`src/rtl/mpsubtractor.sv`:
```
// Multi-precision unsigned subtractor: C = (A - B) mod 2^N plus final borrow,
// one W-bit limb per cycle, least-significant limb first.
module mpsubtractor #(
  parameter int N = 128,
  parameter int W = 64
) (
  input  logic         clk,
  input  logic         resetn,
  input  logic         start,
  input  logic [N-1:0] A,
  input  logic [N-1:0] B,
  output logic [N-1:0] C,
  output logic         borrow,
  output logic         busy,
  output logic         done
);

  localparam int NW = N / W;
  localparam int CW = (NW > 1) ? $clog2(NW) : 1;
  localparam logic [CW-1:0] LAST_LIMB = CW'(NW - 1);

  typedef enum logic [1:0] {
    IDLE = 2'd0,
    SUB  = 2'd1,
    DONE = 2'd2
  } state_t;

  // W+1-bit limb subtract; the MSB of the result is the outgoing borrow.
  function automatic logic [W:0] limb_sub(input logic [W-1:0] a,
                                          input logic [W-1:0] b,
                                          input logic         bin);
    limb_sub = {1'b0, a} - {1'b0, b} - {{W{1'b0}}, bin};
  endfunction

  state_t          state_r;
  state_t          state_nx_s;
  logic [N-1:0]    aq_r;
  logic [N-1:0]    bq_r;
  logic [N-1:0]    res_r;
  logic            brw_r;
  logic [CW-1:0]   cnt_r;
  logic            busy_r;
  logic            done_r;
  logic [W:0]      diff_s;
  logic [N+W-1:0]  res_shift_s;

  assign diff_s      = limb_sub(aq_r[W-1:0], bq_r[W-1:0], brw_r);
  // New limb enters at the MSB side; the shift also covers the NW=1 case.
  assign res_shift_s = {diff_s[W-1:0], res_r} >> W;

  assign C      = res_r;
  assign borrow = brw_r;
  assign busy   = busy_r;
  assign done   = done_r;

  // Next-state logic for the IDLE/SUB/DONE sequencer.
  always_comb begin
    state_nx_s = state_r;
    case (state_r)
      IDLE: begin
        if (start) begin
          state_nx_s = SUB;
        end else begin
          state_nx_s = IDLE;
        end
      end
      SUB: begin
        if (cnt_r == LAST_LIMB) begin
          state_nx_s = DONE;
        end else begin
          state_nx_s = SUB;
        end
      end
      DONE:    state_nx_s = IDLE;
      default: state_nx_s = IDLE;
    endcase
  end

  // State, status flags and limb datapath registers.
  always_ff @(posedge clk) begin
    if (!resetn) begin
      state_r <= IDLE;
      aq_r    <= {N{1'b0}};
      bq_r    <= {N{1'b0}};
      res_r   <= {N{1'b0}};
      brw_r   <= 1'b0;
      cnt_r   <= {CW{1'b0}};
      busy_r  <= 1'b0;
      done_r  <= 1'b0;
    end else begin
      state_r <= state_nx_s;
      busy_r  <= (state_nx_s == SUB) || (state_nx_s == DONE);
      done_r  <= (state_nx_s == DONE);
      case (state_r)
        IDLE: begin
          if (start) begin
            aq_r  <= A;
            bq_r  <= B;
            brw_r <= 1'b0;
            cnt_r <= {CW{1'b0}};
          end else begin
            aq_r  <= aq_r;
            bq_r  <= bq_r;
            brw_r <= brw_r;
            cnt_r <= cnt_r;
          end
        end
        SUB: begin
          aq_r  <= aq_r >> W;
          bq_r  <= bq_r >> W;
          res_r <= res_shift_s[N-1:0];
          brw_r <= diff_s[W];
          cnt_r <= cnt_r + CW'(1);
        end
        default: begin
          aq_r  <= aq_r;
          bq_r  <= bq_r;
          res_r <= res_r;
          brw_r <= brw_r;
          cnt_r <= cnt_r;
        end
      endcase
    end
  end

endmodule

```
`config.mk`:
```
export PLATFORM = sky130hd
export DESIGN_NAME = mpsubtractor
export DESIGN_NICKNAME = d
export VERILOG_FILES = /design/src/rtl/mpsubtractor.sv
export SDC_FILE = /design/constraint.sdc
export NUM_CORES = 1
export LEC_CHECK = 0
export BUFFER_PORTS_ARGS = -buffer_cell sky130_fd_sc_hd__buf_4
export CAP_MARGIN = 10
export CORE_MARGIN = 2
export CORE_UTILIZATION = 47
export CTS_BUF_LIST = sky130_fd_sc_hd__clkbuf_4 sky130_fd_sc_hd__clkbuf_8
export CTS_CLUSTER_DIAMETER = 100
export DETAILED_ROUTE_END_ITERATION = 7
export PLACE_DENSITY = 0.74
export SYNTH_ARGS = -nofsm -noshare
export SYNTH_HDL_FRONTEND = slang
export SYNTH_SLANG_ARGS = --single-unit
```
`constraint.sdc`:
```
create_clock -name clk -period 9.9 [get_ports clk]
set_input_delay 0.495 -clock clk [delete_from_list [all_inputs] [get_ports clk]]
set_output_delay 0.495 -clock clk [all_outputs]
set_load 0.02 [all_outputs]
```
---- Word level (Yosys, flattened, before mapping) ----
Cells that the tools add are included.
cells by class
  add/subtract/negate cells ............... 3
  equality and inequality tests ........... 4
  mux-type cells .......................... 10
  reductions and logical operators ........ 4
operators by type and width
  kind                                                                    count
  128-bit case mux with 2 select lines                                    2
  128-bit two-way mux                                                     2
  64-bit by 64-bit subtractor with 65-bit output                          1
  65-bit by 1-bit subtractor with 65-bit output                           1
  2-bit by 1-bit equality test with 1-bit output (second input constant)  2
  1-bit case mux with 2 select lines                                      2
  2-bit case mux with 2 select lines                                      1
  2-bit equality test (second input constant)                             1
  2-bit logical NOT                                                       1
  1-bit two-way mux                                                       2
  2-bit two-way mux                                                       1
  2-bit inequality test (second input constant)                           1
  2-bit AND reduction                                                     1
  2-bit nonzero test                                                      1
  1-bit adder (second input constant)                                     1
  1-bit logical OR                                                        1
word-level totals
  flip-flop bits (word level) ............. 390
  output and inout bits ................... 131
  logic and storage cells ................. 29

---- Logic depth before layout (Yosys ltp) ----
Gate-level depths: netlist of the first run.
  word-level depth ........................ 4
  gate-level depth with buffers ........... 16

---- Worst setup path after synthesis of the first run ----
No wires, ideal clock.
  path kind ............................... reg-to-reg
  start point ............................. register brw_r (netlist: borrow)
  end point ............................... register res_r[126] (netlist: C[126])
  library setup time ...................... 0.117 ns
  data arrival time ....................... 3.853 ns
  setup slack ............................. 5.929 ns
  cell stages (with the launch flop) ...... 17
  buffers on the path ..................... 0
  period minus slack after synthesis ...... 3.971 ns
  cell sequence ........................... dfxtp_1 -> inv_1 -> fa_1 -> inv_1 -> ha_1 -> or2_2 -> fa_1 -> nor3b_2 -> o21a_1 -> a21oi_1 -> o31ai_2 -> a211oi_2 -> o21ai_2 -> a311o_2 -> a21oi_1 -> or3_1 -> a32o_1
between the ends
  longest elaborated chain between the ends .. 1
RTL lines
  what                                           RTL line  text
  start: declaration                             40        logic brw_r;
  start signal: assignment                       104       brw_r <= brw_r;
  start signal: assignment                       112       brw_r <= diff_s[W];
  start signal: assignment                       119       brw_r <= brw_r;
  65-bit by 1-bit subtractor with 65-bit output  32        limb_sub = {1'b0, a} - {1'b0, b} - {{W{1'b0}}, bin};
  end signal: assignment                         85        res_r <= {N{1'b0}};
  end signal: assignment                         111       res_r <= res_shift_s[N-1:0];
  end signal: assignment                         118       res_r <= res_r;
  end: declaration                               39        logic [N-1:0] res_r;
No other way between the ends.
A chain may end at the register's enable or synchronous reset.

---- Worst setup path after layout of the first run ----
Ends and elaborated chain as after synthesis.

==> flow_summary_export.csv, run 1 <==
group,metric,value,unit
outcome,status,"finished, final reports clean",
placed_design,dp_hpwl,43930,um
worst_setup_path,r2r_end,"C[126]",
floorplanning,dieArea,0.04400,sq mm
worst_setup_path,end_kind,"flop",
synth,ys_types,74,
placed_design,gp_congestion,0.9095,
global_route,track_usage,0.2734,
floorplanning,fp-row-count,75,
clock_tree,cts_max_level,3,
detailed_routing,vias,18550,
detailed_routing,first_pass_iters,6,
synth,synth_seq_cells,390,
worst_setup_path,path_depth,16,
global_route,grt-ovfl-total,0,
synth,synth_flop_cell,"dfxtp_1",
finish,finalNetCount,3178,
floorplanning,die_y,209.8,um
synth,ys_top_cells_by_area,"dfxtp_1, nand2_1, ha_1",
synth,synth-edff-count,0,
floorplanning,core_area,0.04185,sq mm
detailed_routing,drc,0,
synth,postSynthCellCount,2493,
worst_setup_path,arrival,4.74,ns
global_route,first_global_vias,17330,
floorplanning,start_util,0.4755,
power,leakage,10.78,nW
clock_tree,hold_buffers,0,
finish,layout_commonest_cell,"nand2_1",
worst_setup_path,crit_path_end,"C[126]",
worst_setup_path,start_kind,"flop",
worst_setup_path,cp-startpoint,"borrow",
detailed_routing,drtIter0Drc,1723,
timing,rsz0062_at_grt,"false",
timing,tns,0,ns
worst_setup_path,critPathKind,"flop to flop",
clock_tree,cts_setup_buffers,0,
clock_tree,clk_latency,0.62,ns
worst_setup_path,crit_family,"compound AO/OA/AOI/OAI gates",
timing,fin_crit,4.231,ns
synth,synth-seq-area-share,0.3923,
detailed_routing,ant_nets,0,
finish,synthToLayoutAreaGrowth,21.75,%
synth,syn_area_per_cell,7.982,sq um
worst_setup_path,critPathBufInv,2,
worst_setup_path,worstReg2RegStart,"borrow",
finish,fin_util,0.5789,
finish,layout_common_cells,"nand2_1, buf_4, dfxtp_1",
finish,fillers,3852,
detailed_routing,drt-total-wl,61430,um
worst_setup_path,crit_chain,"inv_1 -> fa_1 -> inv_1 -> ha_1 -> or2_2 -> fa_1 -> nor3b_2 -> o21a_1 -> a21oi_1 -> o31ai_2 -> a211oi_2 -> o21ai_2 -> a311o_2 -> a21oi_1 -> or3_1 -> a32o_1",
timing,finalSetupViolCount,0,
timing,period_share,0.4274,
floorplanning,fp.dieW,209.8,um
clock_tree,cts_root_buf,"clkbuf_8",
clock_tree,clock_path_buffers,3,
synth,synth_fp_nets,2881,
timing,tightestPinTransition,1.242,ns
detailed_routing,wl_per_cell,18.21,um
finish,drive_gt1_frac,0.1945,
clock_tree,path_clk_slew,0.06,ns
floorplanning,ios,390,
clock_tree,cts_resized,0,
timing,final_max_slew_viol_count,0,
timing,fmax,0.2363,GHz
worst_setup_path,r2r_slack,5.67,ns
placed_design,port-buffer-count,389,
clock_tree,cts_tree,"yes",
worst_setup_path,worst_path_max_delay_cell,"fa_1",
timing,hold_viol,0,
worst_setup_path,cpPeakStageDelay,0.56,ns
synth,synth_largest_area_cell,"dfxtp_1",
run,drv_cap,0,
worst_setup_path,crit_fanout,5,
clock_tree,cts_sinks,390,
timing,skew,0.02722,ns
power,powerDensity,208.5,mW/mm^2
timing,holdWs,0.1204,ns
global_route,grt_max_degree,269,
synth,yosysWarningCount,0,
worst_setup_path,r2r_cells,16,
timing,slew_headroom,0.1718,
min_path,hold_class,"input pin to flop",
global_route,grt_pass1_wl,96370,um
global_route,antenna_found_initial,1,
detailed_routing,routed_via_density,5.500,
synth,netlist_area,0.01990,sq mm
clock_tree,numCtsBuffers,68,
power,max-vdd-ir-drop,125.4,uV
synth,async_flop_share,0,
synth,yosys.area.top_type_share,0.3923,
worst_setup_path,required,10.41,ns
-- flip-flops by register name (all words and copies together), names as in the netlist --
name / flops
borrow: 1
aq_r: 128
C: 128
state_r: 2
busy: 1
cnt_r: 1
bq_r: 128
done: 1
-- layout make-up --
type | count | area [sq um] | share of cell area
Multi-Input combinational cell | 1719 | 10550 | 0.4353
Antenna cell | 1 | 2.502 | 0.0001033
Tap cell | 539 | 674.4 | 0.02784
Clock buffer | 107 | 1335 | 0.05510
Inverter | 210 | 793.3 | 0.03274
Timing Repair Buffer | 401 | 3023 | 0.1248
Sequential cell | 390 | 7807 | 0.3222
Clock inverter | 6 | 46.29 | 0.001911
-- power by group --
group	internal [W]	total, W	switching, W
clock	0.000853	0.00151	0.000662
sequential	0.00172	0.00185	0.000133
combinational	0.000682	0.00169	0.00101
total	0.00325	0.00505	0.00180
-- per-stage QoR --
step | cells | area, sq um | power [W] | setup WS [ns]
floorplan | 2493 | 19900 | 0.003015 | 5.929
global placement | 3259 | 22840 | 0.003519 | 5.725
detailed placement | 3259 | 22840 | 0.003544 | 5.677
CTS | 3372 | 24230 | 0.005064 | 5.668
global route | 3372 | 24230 | 0.005346 | 5.446
finish | 3373 | 24230 | 0.005053 | 5.669
-- per-layer routing --
metal  up-vias  global-route usage  part of all wire
met5         -                   0           0.00020
met3        79             0.05252             0.075
li1       9132                   -                 -
met4         2             0.06994             0.016
met1      8685              0.4113              0.49
met2       652              0.3982              0.42
-- kinds of logic (layout without fill, tap and decap cells) --
logic type / after synthesis / in the layout / share of synthesized area
xor gates and xnor gates: 51 / 51 / 0.02245
adders and majority gates: 129 / 129 / 0.08186
other: 0 / 1 / 0
DFF: 390 / 390 / 0.3923
buffers and inverters: 384 / 724 / 0.07997
AOI/OAI and AO/OA: 622 / 622 / 0.2298
and+or+nand+nor: 917 / 917 / 0.1936
-- worst min-delay path: stages --
cell and delay, ns:
buf_4 0.08, a22oi_1 0.06, nor2_1 0.08
-- worst min-delay path by stage --
stage | start | endpoint | slack (ns) | cells past startpoint
after floorplan | aq_r[10] | aq_r[10] | 0.46 | 2
after global placement | C[48] | C[48] | 0.45 | 2
after detailed placement | C[23] | C[23] | 0.46 | 2
after CTS | B[110] | bq_r[110] | 0.08 | 3
after global routing | B[74] | bq_r[74] | 0.11 | 3
final | B[110] | bq_r[110] | 0.12 | 3
-- cell usage after synthesis (11+ instances only) --
master and n:
a21o_1 40, ha_1 127, nand3_1 16, o21bai_1 20, clkbuf_1 151, nor2b_1 36
a21boi_0 79, nand4_1 19, inv_1 210, a21oi_1 74, a311oi_1 127, xor2_1 23
dfxtp_1 390, a22oi_1 129, and2_1 41, nor2_1 261, o21ai_0 72, xnor2_1 28
nand2_1 493, nor3_1 11
No activity file was read; power rests on OpenSTA's default activity.
==> run 2, diff against run 1 <==
==> constraint.sdc (replaced) <==
create_clock -name clk -period 3.9 [get_ports clk]
set_input_delay 0.195 -clock clk [delete_from_list [all_inputs] [get_ports clk]]
set_output_delay 0.195 -clock clk [all_outputs]
set_load 0.02 [all_outputs]
==> flow_summary_export.csv, run 2 (same netlist as run 1, synthesis figures left out) <==
group,metric,value,unit
clock_tree,cts_tree,"yes",
placed_design,gp_congestion,0.8773,
floorplanning,dieArea,0.04400,sq mm
outcome,status,"finished, final reports clean",
global_route,first_global_vias,20010,
floorplanning,ios,390,
clock_tree,clock_path_buffers,3,
worst_setup_path,arrival,4.24,ns
worst_setup_path,critPathBufInv,2,
power,max-vdd-ir-drop,319.8,uV
timing,fin_crit,3.738,ns
finish,drive_gt1_frac,0.1856,
timing,finalSetupViolCount,0,
detailed_routing,drtIter0Drc,2234,
global_route,track_usage,0.3119,
placed_design,dp_cells,3273,
global_route,grt_pass1_wl,109700,um
worst_setup_path,r2r_cells,16,
global_route,grt-ovfl-total,0,
min_path,hold_class,"input pin to flop",
worst_setup_path,r2r_end,"C[126]",
worst_setup_path,worst_path_max_delay_cell,"fa_1",
finish,synthToLayoutAreaGrowth,35.92,%
finish,fin_cells,3653,
worst_setup_path,crit_fanout,2,
clock_tree,numCtsBuffers,69,
worst_setup_path,cp_common_cell,"a21oi_2",
run,drv_cap,0,
finish,layout_common_cells,"nand2_1, buf_4, dfxtp_1",
floorplanning,start_util,0.4755,
clock_tree,path_clk_slew,0.06,ns
min_path,holdPathStages,3,
worst_setup_path,r2r_slack,0.16,ns
timing,fmax,0.2675,GHz
power,powerDensity,491.5,mW/mm^2
worst_setup_path,crit_family,"compound AO/OA/AOI/OAI gates",
worst_setup_path,required,4.40,ns
timing,tightestPinTransition,1.094,ns
timing,final_max_slew_viol_count,0,
detailed_routing,routed_via_density,5.639,
clock_tree,cts_max_level,3,
detailed_routing,drc,0,
power,leakage,11.97,nW
timing,holdWs,0.1248,ns
timing,period_share,0.9586,
worst_setup_path,end_kind,"flop",
worst_setup_path,cpPeakStageDelay,0.55,ns
floorplanning,fp.dieW,209.8,um
floorplanning,core_area,0.04185,sq mm
detailed_routing,drt-total-wl,70550,um
clock_tree,clk_latency,0.61,ns
floorplanning,fp-row-count,75,
placed_design,dp_hpwl,45360,um
timing,slew_headroom,0.2708,
clock_tree,cts_sinks,390,
finish,layout_commonest_cell,"nand2_1",
detailed_routing,ant_nets,0,
global_route,antenna_found_initial,6,
worst_setup_path,crit_chain,"inv_2 -> fa_1 -> inv_1 -> ha_2 -> or2_4 -> fa_2 -> nor3b_2 -> o21a_1 -> a21oi_2 -> o31ai_2 -> a211oi_2 -> o21ai_2 -> a311o_2 -> a21oi_2 -> or3_1 -> a32o_1",
finish,fillers,3429,
floorplanning,die_y,209.8,um
timing,skew,0.03317,ns
worst_setup_path,start_kind,"flop",
worst_setup_path,critPathKind,"flop to flop",
detailed_routing,vias,20600,
global_route,grt_max_degree,126,
finish,finalNetCount,3452,
min_path,min_to,"aq_r[0]",
timing,hold_viol,0,
placed_design,port-buffer-count,389,
worst_setup_path,worstReg2RegStart,"borrow",
clock_tree,cts_root_buf,"clkbuf_8",
detailed_routing,wl_per_cell,19.31,um
min_path,min_from,"A[0]",
detailed_routing,first_pass_iters,6,
==> run 2: repair_timing <==
action                                  CTS  global route
pin swaps                                 9            16
endpoints found under the setup margin    1             9
hold buffers                            255             0
setup buffers                             0             4
endpoints found under the hold margin   255             0
gates resized for setup                   1             6
==> run 2: worst max-delay path by stage <==
| stage | startpoint | to | slack (ns) | cells after the start |
|---|---|---|---|---|
| 4_1_cts | bq_r[0] | C[126] | 0.01 | 16 |
| 2_1_floorplan | borrow | C[126] | 0.01 | 16 |
| 3_5_place_dp | borrow | C[126] | -0.04 | 16 |
| 6_report | borrow | C[126] | 0.16 | 16 |
| 3_3_place_gp | borrow | C[126] | 0.04 | 16 |
| 5_1_grt | borrow | C[126] | -0.002 | 16 |
==> run 2: metal layers <==
layer | part of all wire | GRT usage | vias to the layer above
met2 | 0.44 | 0.4852 | 1080
met3 | 0.080 | 0.05073 | 192
met1 | 0.44 | 0.4338 | 9673
met4 | 0.034 | 0.1213 | 0
met5 | 0 | 0 | -
li1 | - | - | 9654
==> run 2: power by group <==
group	internal [W]	switching (W)	leakage, nW	total, W
Sequential	0.00436	0.000350	3.20	0.00471
Combinational	0.00195	0.00269	8.01	0.00463
Clock	0.00225	0.00170	0.759	0.00395
Total	0.00855	0.00474	12.0	0.0133
==> run 2: worst min-delay path, cell delays in order <==
cell      delay (ns)
buf_4           0.12
nand2_1         0.19
a311oi_1        0.15
==> run 2: per-stage QoR <==
stage          setup WS [ns]  cell area (sq um)  utilization  setup TNS [ns]  power [W]
2_1_floorplan        0.01354              19900            -               0   0.007654
3_3_place_gp         0.04306              23000       0.5496               0   0.009000
3_5_place_dp        -0.04186              23000       0.5496        -0.04186   0.009054
4_1_cts              0.01440              26980       0.6447               0    0.01319
5_1_grt            -0.001726              27050       0.6463       -0.001726    0.01399
6_report              0.1615              27050       0.6463               0    0.01330
==> run 2: cell type report <==
class	instances	area, sq um	area share
diodes	6	15.01	0.0005551
clock buffers	109	1394	0.05153
clock inverters	6	32.53	0.001203
inverters	210	793.3	0.02933
multi-input cells	1719	10570	0.3908
flip-flops and latches	390	7809	0.2887
well taps	539	674.4	0.02493
repair buffers	674	5761	0.2130
==> run 3, diff against run 2 <==
--- a/config.mk
+++ b/config.mk
@@ -7,9 +7,7 @@
 export LEC_CHECK = 0
 export BUFFER_PORTS_ARGS = -buffer_cell sky130_fd_sc_hd__buf_4
 export CAP_MARGIN = 10
-export CORE_MARGIN = 2
 export CORE_UTILIZATION = 47
-export CTS_BUF_LIST = sky130_fd_sc_hd__clkbuf_4 sky130_fd_sc_hd__clkbuf_8
 export CTS_CLUSTER_DIAMETER = 100
 export DETAILED_ROUTE_END_ITERATION = 7
 export PLACE_DENSITY = 0.74
==> flow_summary_export.csv, run 3 (same netlist as run 1, synthesis figures left out) <==
group,metric,value,unit
placed_design,dp_slack,-0.06207,ns
timing,hold_viol,0,
timing,tightestPinTransition,1.151,ns
placed_design,port-buffer-count,389,
finish,multiInputGateArea,0.01058,sq mm
floorplanning,start_util,0.4755,
power,totalPowerFinal,0.01362,W
worst_setup_path,start_kind,"flop",
floorplanning,fp-row-count,75,
finish,synthToLayoutAreaGrowth,36.04,%
global_route,grt_util_met2,0.4771,
placed_design,gp_congestion,0.8926,
worst_setup_path,worst_path_max_delay_cell,"fa_1",
global_route,first_global_vias,19480,
floorplanning,core_area,0.04185,sq mm
detailed_routing,vias,20280,
detailed_routing,drt-total-wl,69480,um
worst_setup_path,required,4.36,ns
detailed_routing,wl_per_cell,19.24,um
min_path,hold_class,"input pin to flop",
timing,fin_crit,3.779,ns
floorplanning,fp.dieW,207.8,um
finish,layout_common_cells,"nand2_1, buf_4, dfxtp_1",
worst_setup_path,cp-startpoint,"borrow",
floorplanning,dieArea,0.04317,sq mm
finish,layout_commonest_cell,"nand2_1",
timing,rsz0062_at_grt,"false",
finish,drive_gt1_frac,0.1710,
power,leakage,11.92,nW
timing,skew,0.02009,ns
global_route,grt_pass1_wl,108500,um
timing,fmax,0.2646,GHz
global_route,antenna_found_initial,10,
detailed_routing,drtIter0Drc,1919,
clock_tree,cts_max_level,2,
floorplanning,die_y,207.8,um
finish,fillers,3369,
worst_setup_path,arrival,4.24,ns
worst_setup_path,crit_chain,"inv_2 -> fa_1 -> inv_1 -> ha_2 -> buf_4 -> o21a_1 -> o211ai_1 -> buf_4 -> a21oi_1 -> o211ai_1 -> o21ai_2 -> nand4_2 -> a21oi_2 -> o2111ai_1 -> a21o_1 -> a32o_1",
worst_setup_path,end_kind,"flop",
global_route,grt-ovfl-total,0,
global_route,track_usage,0.3138,
clock_tree,clock_path_buffers,3,
worst_setup_path,crit_family,"compound AO/OA/AOI/OAI gates",
run,drv_cap,0,
timing,finalSetupViolCount,0,
worst_setup_path,r2r_slack,0.12,ns
finish,finalNetCount,3419,
detailed_routing,routed_via_density,5.615,
global_route,use_met3,0.05477,
global_route,top_usage_layer,"met2",
timing,slew_headroom,0.2329,
worst_setup_path,critPathKind,"flop to flop",
clock_tree,numCtsBuffers,43,
global_route,met1_usage,0.4412,
clock_tree,cts_tree,"yes",
timing,period_share,0.9690,
worst_setup_path,critPathBufInv,4,
power,max-vdd-ir-drop,305.9,uV
placed_design,dp_hpwl,43990,um
finish,ff_latch_area,0.007809,sq mm
detailed_routing,ant_nets,0,
worst_setup_path,r2r_end,"C[127]",
worst_setup_path,path_depth,16,
clock_tree,clk_latency,0.57,ns
timing,finalWorstSetupSlack,0.1208,ns
clock_tree,cts_sinks,390,
clock_tree,path_clk_slew,0.06,ns
timing,final_max_slew_viol_count,0,
outcome,status,"finished, final reports clean",
floorplanning,ios,390,
worst_setup_path,r2r_cells,16,
worst_setup_path,crit_fanout,6,
power,powerDensity,503.2,mW/mm^2
global_route,grt_max_degree,131,
detailed_routing,drc,0,
worst_setup_path,cpPeakStageDelay,0.50,ns
detailed_routing,first_pass_iters,6,
worst_setup_path,worstReg2RegStart,"borrow",
clock_tree,cts_root_buf,"clkbuf_16",
worst_setup_path,crit_path_end,"C[127]",
run 3: cell types whose count changed in the layout (fill, tap and decap cells not counted), sizes merged, moves of 3 or more:
cell    delta
diode      +3
clkinv     +4
buf        -7
clkbuf    -46
bufinv     +5
run 3: final cells by class:
cell class	count	share of cell area
well taps	539	0.02491
multi-input cells	1719	0.3910
flip-flops and latches	390	0.2884
inverters	210	0.02930
clock buffers	63	0.04663
diodes	9	0.0008319
repair buffers	667	0.2108
clock inverters	15	0.008088
run 3: timing repair:
action	in CTS	in global routing
endpoints found under the setup margin	1	13
resized for setup	2	9
buffers inserted	1	1
endpoints found under the hold margin	255	0
hold buffers	255	0
pin swaps	9	13
run 3: stage by stage:
| stage | setup TNS, ns | utilization | area [sq um] | hold slack (ns) | instances |
|---|---|---|---|---|---|
| final | 0 | 0.6468 | 27070 | 0.1690 | 3612 |
| after global routing | 0 | 0.6468 | 27070 | 0.1826 | 3612 |
| after CTS | 0 | 0.6456 | 27020 | 0.1297 | 3603 |
| after detailed placement | -0.06207 | 0.5488 | 22970 | 0.4497 | 3269 |
| after global placement | 0 | 0.5488 | 22970 | 0.4417 | 3269 |
| after floorplan | 0 | - | 19900 | 0.3540 | 2493 |
run 3: worst min-delay path by stage:
| stage | startpoint | slack (ns) | cells past startpoint | end |
|---|---|---|---|---|
| floorplan | A[0] | 0.35 | 2 | aq_r[0] |
| global placement | B[104] | 0.44 | 3 | bq_r[104] |
| detailed placement | B[105] | 0.45 | 3 | bq_r[105] |
| CTS | A[0] | 0.13 | 3 | aq_r[0] |
| global route | A[0] | 0.18 | 3 | aq_r[0] |
| finish | A[0] | 0.17 | 3 | aq_r[0] |
run 3: routing by layer:
metal | vias to the layer above | share of wire
li1 | 9610 | -
met1 | 9450 | 0.46
met2 | 1039 | 0.43
met5 | - | 0.00026
met4 | 2 | 0.033
met3 | 182 | 0.077
run 3: worst reg2reg max path, stage by stage, from the launching register on:
cell and delay (ns):
dfxtp_2 0.34, inv_2 0.04, fa_1 0.50, inv_1 0.08
ha_2 0.18, buf_4 0.10, o21a_1 0.15, o211ai_1 0.17
buf_4 0.18, a21oi_1 0.28, o211ai_1 0.19, o21ai_2 0.16
nand4_2 0.21, a21oi_2 0.36, o2111ai_1 0.27, a21o_1 0.24
a32o_1 0.24
run 3: power breakdown:
group	internal (W)	switching [W]	leakage [nW]
logic	0.00195	0.00268	7.99
registers	0.00436	0.000347	3.20
clock network	0.00258	0.00171	0.732
